## config.mk

```make
export PLATFORM = sky130hd
export DESIGN_NAME = core_data_mem_ctrl
export DESIGN_NICKNAME = d
export VERILOG_FILES = /design/src/rtl/core_data_mem_ctrl.sv
export SDC_FILE = /design/constraint.sdc
export NUM_CORES = 1
export LEC_CHECK = 0
export CORE_MARGIN = 4
export CORE_UTILIZATION = 30
export CTS_BUF_LIST = sky130_fd_sc_hd__clkbuf_8
export CTS_CLUSTER_SIZE = 8
export DETAILED_ROUTE_END_ITERATION = 6
export MAX_ROUTING_LAYER = met4
export PLACE_DENSITY_LB_ADDON = 0.08
export SLEW_MARGIN = 20
export SYNTH_ARGS = -nofsm -noshare
export SYNTH_HDL_FRONTEND = slang
export SYNTH_SLANG_ARGS = --single-unit
export TNS_END_PERCENT = 30
```

## constraint.sdc

```tcl
create_clock -name clk -period 2.9 [get_ports clk]
set_input_delay 0.435 -clock clk [delete_from_list [all_inputs] [get_ports clk]]
set_output_delay 0.435 -clock clk [all_outputs]
set_load 0.01 [all_outputs]
```

## src/rtl/core_data_mem_ctrl.sv

```systemverilog
// Data-side memory controller for the core load/store port.
// Accepts one transaction at a time over req/gnt/rvalid and drives a
// synchronous single-port SRAM. Optional wait states are inserted before the
// access. Addresses beyond the SRAM return an error response instead.
module core_data_mem_ctrl #(
    parameter int DATA_WIDTH  = 32,
    parameter int ADDR_WIDTH  = 32,
    parameter int BE_WIDTH    = 4,
    parameter int SRAM_AW     = 12,
    parameter int WAIT_STATES = 0
) (
    input  logic                  clk,
    input  logic                  rst_n,
    input  logic                  data_req_i,
    input  logic [ADDR_WIDTH-1:0] data_addr_i,
    input  logic                  data_wr_i,
    input  logic [BE_WIDTH-1:0]   data_be_i,
    input  logic [DATA_WIDTH-1:0] data_wdata_i,
    output logic                  data_gnt_o,
    output logic                  data_rvalid_o,
    output logic [DATA_WIDTH-1:0] data_rdata_o,
    output logic                  data_err_o,
    output logic                  sram_ce_o,
    output logic                  sram_we_o,
    output logic [SRAM_AW-1:0]    sram_addr_o,
    output logic [BE_WIDTH-1:0]   sram_be_o,
    output logic [DATA_WIDTH-1:0] sram_wdata_o,
    input  logic [DATA_WIDTH-1:0] sram_rdata_i
);

    typedef enum logic [1:0] {IDLE, WAIT, ACCESS, RESP} state_t;

    // Request captured at the grant edge; oor marks an out-of-range address.
    typedef struct packed {
        logic [SRAM_AW-1:0]    addr;
        logic                  wr;
        logic [BE_WIDTH-1:0]   be;
        logic [DATA_WIDTH-1:0] wdata;
        logic                  oor;
    } req_t;

    // Last count value before leaving WAIT (only meaningful when WAIT_STATES > 0).
    localparam logic [3:0] WAIT_LAST = (WAIT_STATES > 0) ? 4'(WAIT_STATES - 1) : 4'd0;

    state_t     state, state_nxt;
    req_t       req_q;
    logic [3:0] wait_cnt;
    logic       addr_oor;

    // Byte-offset bits are ignored: the SRAM is word addressed with byte enables.
    logic       unused_addr_bits;
    assign unused_addr_bits = ^data_addr_i[1:0];

    // No aliasing: any bit above the SRAM window flags an error.
    assign addr_oor = (data_addr_i[ADDR_WIDTH-1:SRAM_AW+2] != '0);

    // State register; async reset aborts any in-flight transaction.
    always_ff @(posedge clk or negedge rst_n) begin
        if (!rst_n) state <= IDLE;
        else        state <= state_nxt;
    end

    // Wait counter: zero outside WAIT so it restarts at 0 on every entry.
    always_ff @(posedge clk or negedge rst_n) begin
        if (!rst_n)              wait_cnt <= '0;
        else if (state == WAIT)  wait_cnt <= wait_cnt + 4'd1;
        else                     wait_cnt <= '0;
    end

    // Capture the request on the grant edge.
    always_ff @(posedge clk or negedge rst_n) begin
        if (!rst_n) begin
            req_q <= '0;
        end else if (state == IDLE && data_req_i) begin
            req_q.addr  <= data_addr_i[SRAM_AW+1:2];
            req_q.wr    <= data_wr_i;
            req_q.be    <= data_be_i;
            req_q.wdata <= data_wdata_i;
            req_q.oor   <= addr_oor;
        end
    end

    // Next-state and output decode; every output defaults to 0.
    always_comb begin
        state_nxt     = state;
        data_gnt_o    = 1'b0;
        data_rvalid_o = 1'b0;
        data_rdata_o  = '0;
        data_err_o    = 1'b0;
        sram_ce_o     = 1'b0;
        sram_we_o     = 1'b0;
        sram_addr_o   = '0;
        sram_be_o     = '0;
        sram_wdata_o  = '0;
        case (state)
            IDLE: begin
                // Gated by rst_n so no grant is seen while reset is held.
                data_gnt_o = data_req_i & rst_n;
                if (data_req_i) state_nxt = (WAIT_STATES > 0) ? WAIT : ACCESS;
            end
            WAIT: begin
                if (wait_cnt == WAIT_LAST) state_nxt = ACCESS;
            end
            ACCESS: begin
                if (!req_q.oor) begin
                    sram_ce_o    = 1'b1;
                    sram_we_o    = req_q.wr;
                    sram_addr_o  = req_q.addr;
                    sram_be_o    = req_q.be;
                    sram_wdata_o = req_q.wdata;
                end
                state_nxt = RESP;
            end
            RESP: begin
                data_rvalid_o = 1'b1;
                data_err_o    = req_q.oor;
                if (!req_q.oor && !req_q.wr) data_rdata_o = sram_rdata_i;
                state_nxt = IDLE;
            end
            default: state_nxt = IDLE;
        endcase
    end

endmodule

```

---- Word level (Yosys, flattened, before mapping) ----
Index checks and enable logic that the tools add are counted.
storage, ports and cells
  register bits ........................... 56
  input port bits ......................... 104
cells by class
  bitwise logic cells ..................... 1
  multiplexer cells ....................... 19
  reduce and logical (&&, ||, !) cells .... 8
  eq/ne operators ......................... 5
  add/subtract/negate cells ............... 1
operators with widths
  cell                                            number
  two-way mux 32 bit                              4
  two-way mux 12 bit                              2
  nonzero test 18 bit                             1
  two-way mux 4 bit                               3
  one-hot mux 2 bit (4 select lines)              1
  two-way mux 1 bit                               7
  adder 4 x 1 -> 4 bit (second input constant)    1
  == test 2 bit (second input constant)           2
  zero test 4 bit                                 1
  two-way mux 2 bit                               2
  == test 2 x 1 -> 1 bit (second input constant)  1
  logical AND 1 bit                               2
  zero test 1 bit                                 2
  zero test 2 bit                                 1
  != test 2 x 1 -> 1 bit (second input constant)  1
  != test 2 bit (second input constant)           1
  AND reduction 2 bit                             1
  bitwise AND 1 bit                               1

---- Longest topological paths before layout ----
Gate-level depths: netlist of run 1.
  depth in word-level cells ............... 4
  depth in mapped cells ................... 4

---- Least setup slack after synthesis of run 1 ----
No wires, ideal clock.
  path kind ............................... register to output
  start ................................... register state[1]
  end ..................................... output port data_rdata_o[15]
  stages on the path, launching flop included .. 5
  buffers on the path ..................... 1
  arrival time ............................ 1.188 ns
  slack ................................... 1.277 ns
  required time ........................... 2.465 ns
  cells stage by stage .................... dfrtp_1 and2_2 nor3b_4 clkbuf_2 and2_1
on the way
  longest elaborated chain between the ends .. 2
RTL lines
  item                      RTL line  text
  start: declaration        45        state_t state, state_nxt;
  start signal: assignment  60        else state <= state_nxt;
  == test 2 bit             95        case (state)
  two-way mux 32 bit        95
  end: declaration          21        output logic [DATA_WIDTH-1:0] data_rdata_o,
No other way between the ends.

---- Worst setup path in the final report of run 1 ----
  start ................................... register state[0]
  end ..................................... output port data_rdata_o[18]
The elaborated chain is that of the path after synthesis.

==> results.md, run 1 <==
- Syn nets: 339
- HPWL Detailed: 6180 um
- Sink Count: 56
- Remaining Overflow, GRT: 0
- Yosys warns: 0
- Setup TNS: 0 ps
- Clk slew on worst S/H paths: 100 ps
- Synth top area share: 0.500
- Critical path's slowest cell: clkdlybuf4s50_1
- Fin crit period: 2550 ps
- Critical path type: reg -> out
- First-pass GRT wire length: 12600 um
- Crit-path max FO: 32
- DRC: 0
- Row count: 34
- Syn Area/Cell: 12.0 um2
- Routed via count: 2336
- CP cell instances: and2_2, nor3b_4, buf_4, and2_1, clkdlybuf4s50_1
- RSZ-0062 raised after global routing: no
- Final WL: 8030 um
- CTS root buf: clkbuf_8
- Vias per cell: 4.43
- Starting density of the core: 0.315
- First-pass detailed-route iteration total: 3
- Slew headroom: 0.521
- Nets@finish: 524
- Largest net degree at the start of global routing: 57
- Setup crit start kind: flip-flop
- Crit path DAT: 2120 ps
- Ant. Diodes: 0
- CTS max path bufs: 2
- Area of the multi-input gates: 1300 um2
- Leakage: 1.95 nW
- # hold bufs at CTS: 0
- PwrDens: 554 nW/um2
- Clock Latency Late Sink: 300 ps
- WL/cell: 15.2 um
- Fillers: 807
- Setup violators final: 0
- Synth top area cells: dfrtp_1 50%, mux2_2 20%, and2_1 14%, and2_2 5.4%, buf_6 2.0%
- Post-CTS sizing: 0
- Total of max-cap violations: 0
- Maximum vdd drop: 0.000304 V
- Reg-to-Reg Start: state[1]
- Sequential-to-total area share from yosys stat: 0.500
- Area occupied by registers: 1400 um2
- CTS Buf Count: 5
- CTS tree: yes
- Max stage delay on crit path: 540 ps
- Initial antenna violation count: 0
- Initial DRC count: 41
- Peak Freq: 392 MHz
- CP Launch Point: state[0]
- Tot GR Track Use: 0.147
- Max-slew violations: 0
- Status: complete, no violations
- Placer Congestion: 0.788
- Share of cells above drive strength 1: 0.208
- Final core utilization: 0.544
- Fin crit share: 0.879
- I/O pin count: 189
- Netlist cell types: 22
- Vias in the first global route: 2351
- Die width: 105 um
- CTS H-tree lvls: 2
- Least-Margin Pin Slew: 719 ps
- Number of synthesized register bits: 56
- Final Hold Fails: 0
- Core ar.: 8890 um2
- Syn Inst Count: 233
- Postcts setup bufs: 0
- Skew final: 6.87 ps
- Port bufs: 186
- Setup crit end kind: output pin
- DIE AREA: 10900 um2
- Antenna viol nets, final: 0
- Req. time, crit path: 2470 ps
- Synth Cell Area: 2800 um2
- Hold Crit Class: in -> async
- Die Span Y: 105 um
- Area Overhead vs Synth: 72.6%
- Synth area leader: dfrtp_1
## path summary, 6_finish.rpt
path / end / slack (ps) / depth (start not counted)
max: data_rdata_o[18] / 350 / 5
max reg2reg: req_q[36] / 1090 / 3
min in group clk: wait_cnt[0] / 490 / 1
min: req_q[13] / 280 / 2
min reg2reg: wait_cnt[0] / 490 / 1
max in group asynchronous: state[0] / 2130 / 2
## through the flow
step	setup slack [ps]	area (um2)	instances	hold WS (ps)	power, W
3_3_place_gp	599	4740	519	475	0.00224
4_1_cts	291	4840	527	325	0.00274
6_report	350	4840	527	285	0.00268
2_1_floorplan	1280	2800	233	139	0.00193
5_1_grt	204	4840	527	334	0.00289
3_5_place_dp	600	4740	519	485	0.00228
## cells in the mapped netlist
master	count
o22ai_1	1
mux2_2	49
buf_2	1
and2_1	63
nor4_1	4
buf_6	5
inv_1	3
nor3b_4	2
and2_2	20
nand2b_1	2
nand3_1	3
a21o_1	1
o22a_2	1
xnor2_1	1
nor2_1	8
dfrtp_1	56
xor2_1	1
and3_2	1
clkbuf_1	4
ha_1	2
nand2_1	2
clkbuf_2	3
## logic make-up (layout without fill, tap and decap cells)
logic type,count (synthesis),count (layout),share of synthesized area
multiplexers,49,49,0.197
XOR/XNOR,2,2,0.00625
buffers and inverters,16,202,0.0366
AND/OR/NAND/NOR,105,105,0.243
adder cells (fa/ha/maj),2,2,0.00893
flip-flops,56,56,0.500
AO/OA/AOI/OAI,3,3,0.00849
## per-layer routing
layer | vias to the layer above | part of all wire | global-route usage
li1 | 1132 | - | -
met1 | 1087 | 0.41 | 0.164
met2 | 112 | 0.50 | 0.261
met3 | 5 | 0.083 | 0.0438
met4 | 0 | 0.0067 | 0.0281
met5 | - | 0 | -
## worst max-delay path: cells and delay by family, from the launching register on
kind,cells,cell delay [ps]
AND/OR/NAND/NOR,3,540
buffers and inverters,2,800
flip-flops,1,470
## power by group
group | internal [W] | total (W) | leakage (nW) | switching [W]
logic | 0.000606 | 0.000910 | 1.24 | 0.000304
clock network | 0.000191 | 0.000444 | 0.0486 | 0.000252
registers | 0.00115 | 0.00133 | 0.665 | 0.000173
## placed cells by master (no fill, tap or decap), drive strengths merged, types with 2 or more instances in the layout
cell           netlist  routed
nand2b               2       2
nand3                3       3
nor2                 8       8
dfrtp               56      56
nor4                 4       4
nand2                2       2
inv                  3       4
clkdlybuf4s50        0     185
nor3b                2       2
buf                  6       6
clkbuf               7       6
mux2                49      49
ha                   2       2
and2                83      83
## state kept, by name, summed over array words and instances, names as in the netlist
signal and count:
req_q 50, wait_cnt 4, state 2
## final cells by class
cell class / instances / share of cell area
inverters: 3 / 0.00233
clock buffers: 6 / 0.0171
multi-input cells: 161 / 0.269
clock inverters: 2 / 0.00233
well taps: 108 / 0.0279
flip-flops and latches: 56 / 0.290
repair buffers: 191 / 0.392
Note: power is estimated with default switching activity, not from simulation.
==> run 2: changes to the inputs <==
--- a/config.mk
+++ b/config.mk
@@ -5,6 +5,7 @@
 export SDC_FILE = /design/constraint.sdc
 export NUM_CORES = 1
 export LEC_CHECK = 0
+export CAP_MARGIN = 20
 export CORE_MARGIN = 4
 export CORE_UTILIZATION = 30
 export CTS_BUF_LIST = sky130_fd_sc_hd__clkbuf_8
==> results of run 2 <==
Same layout as run 1: the final DEF is identical, and so are final timing and power.
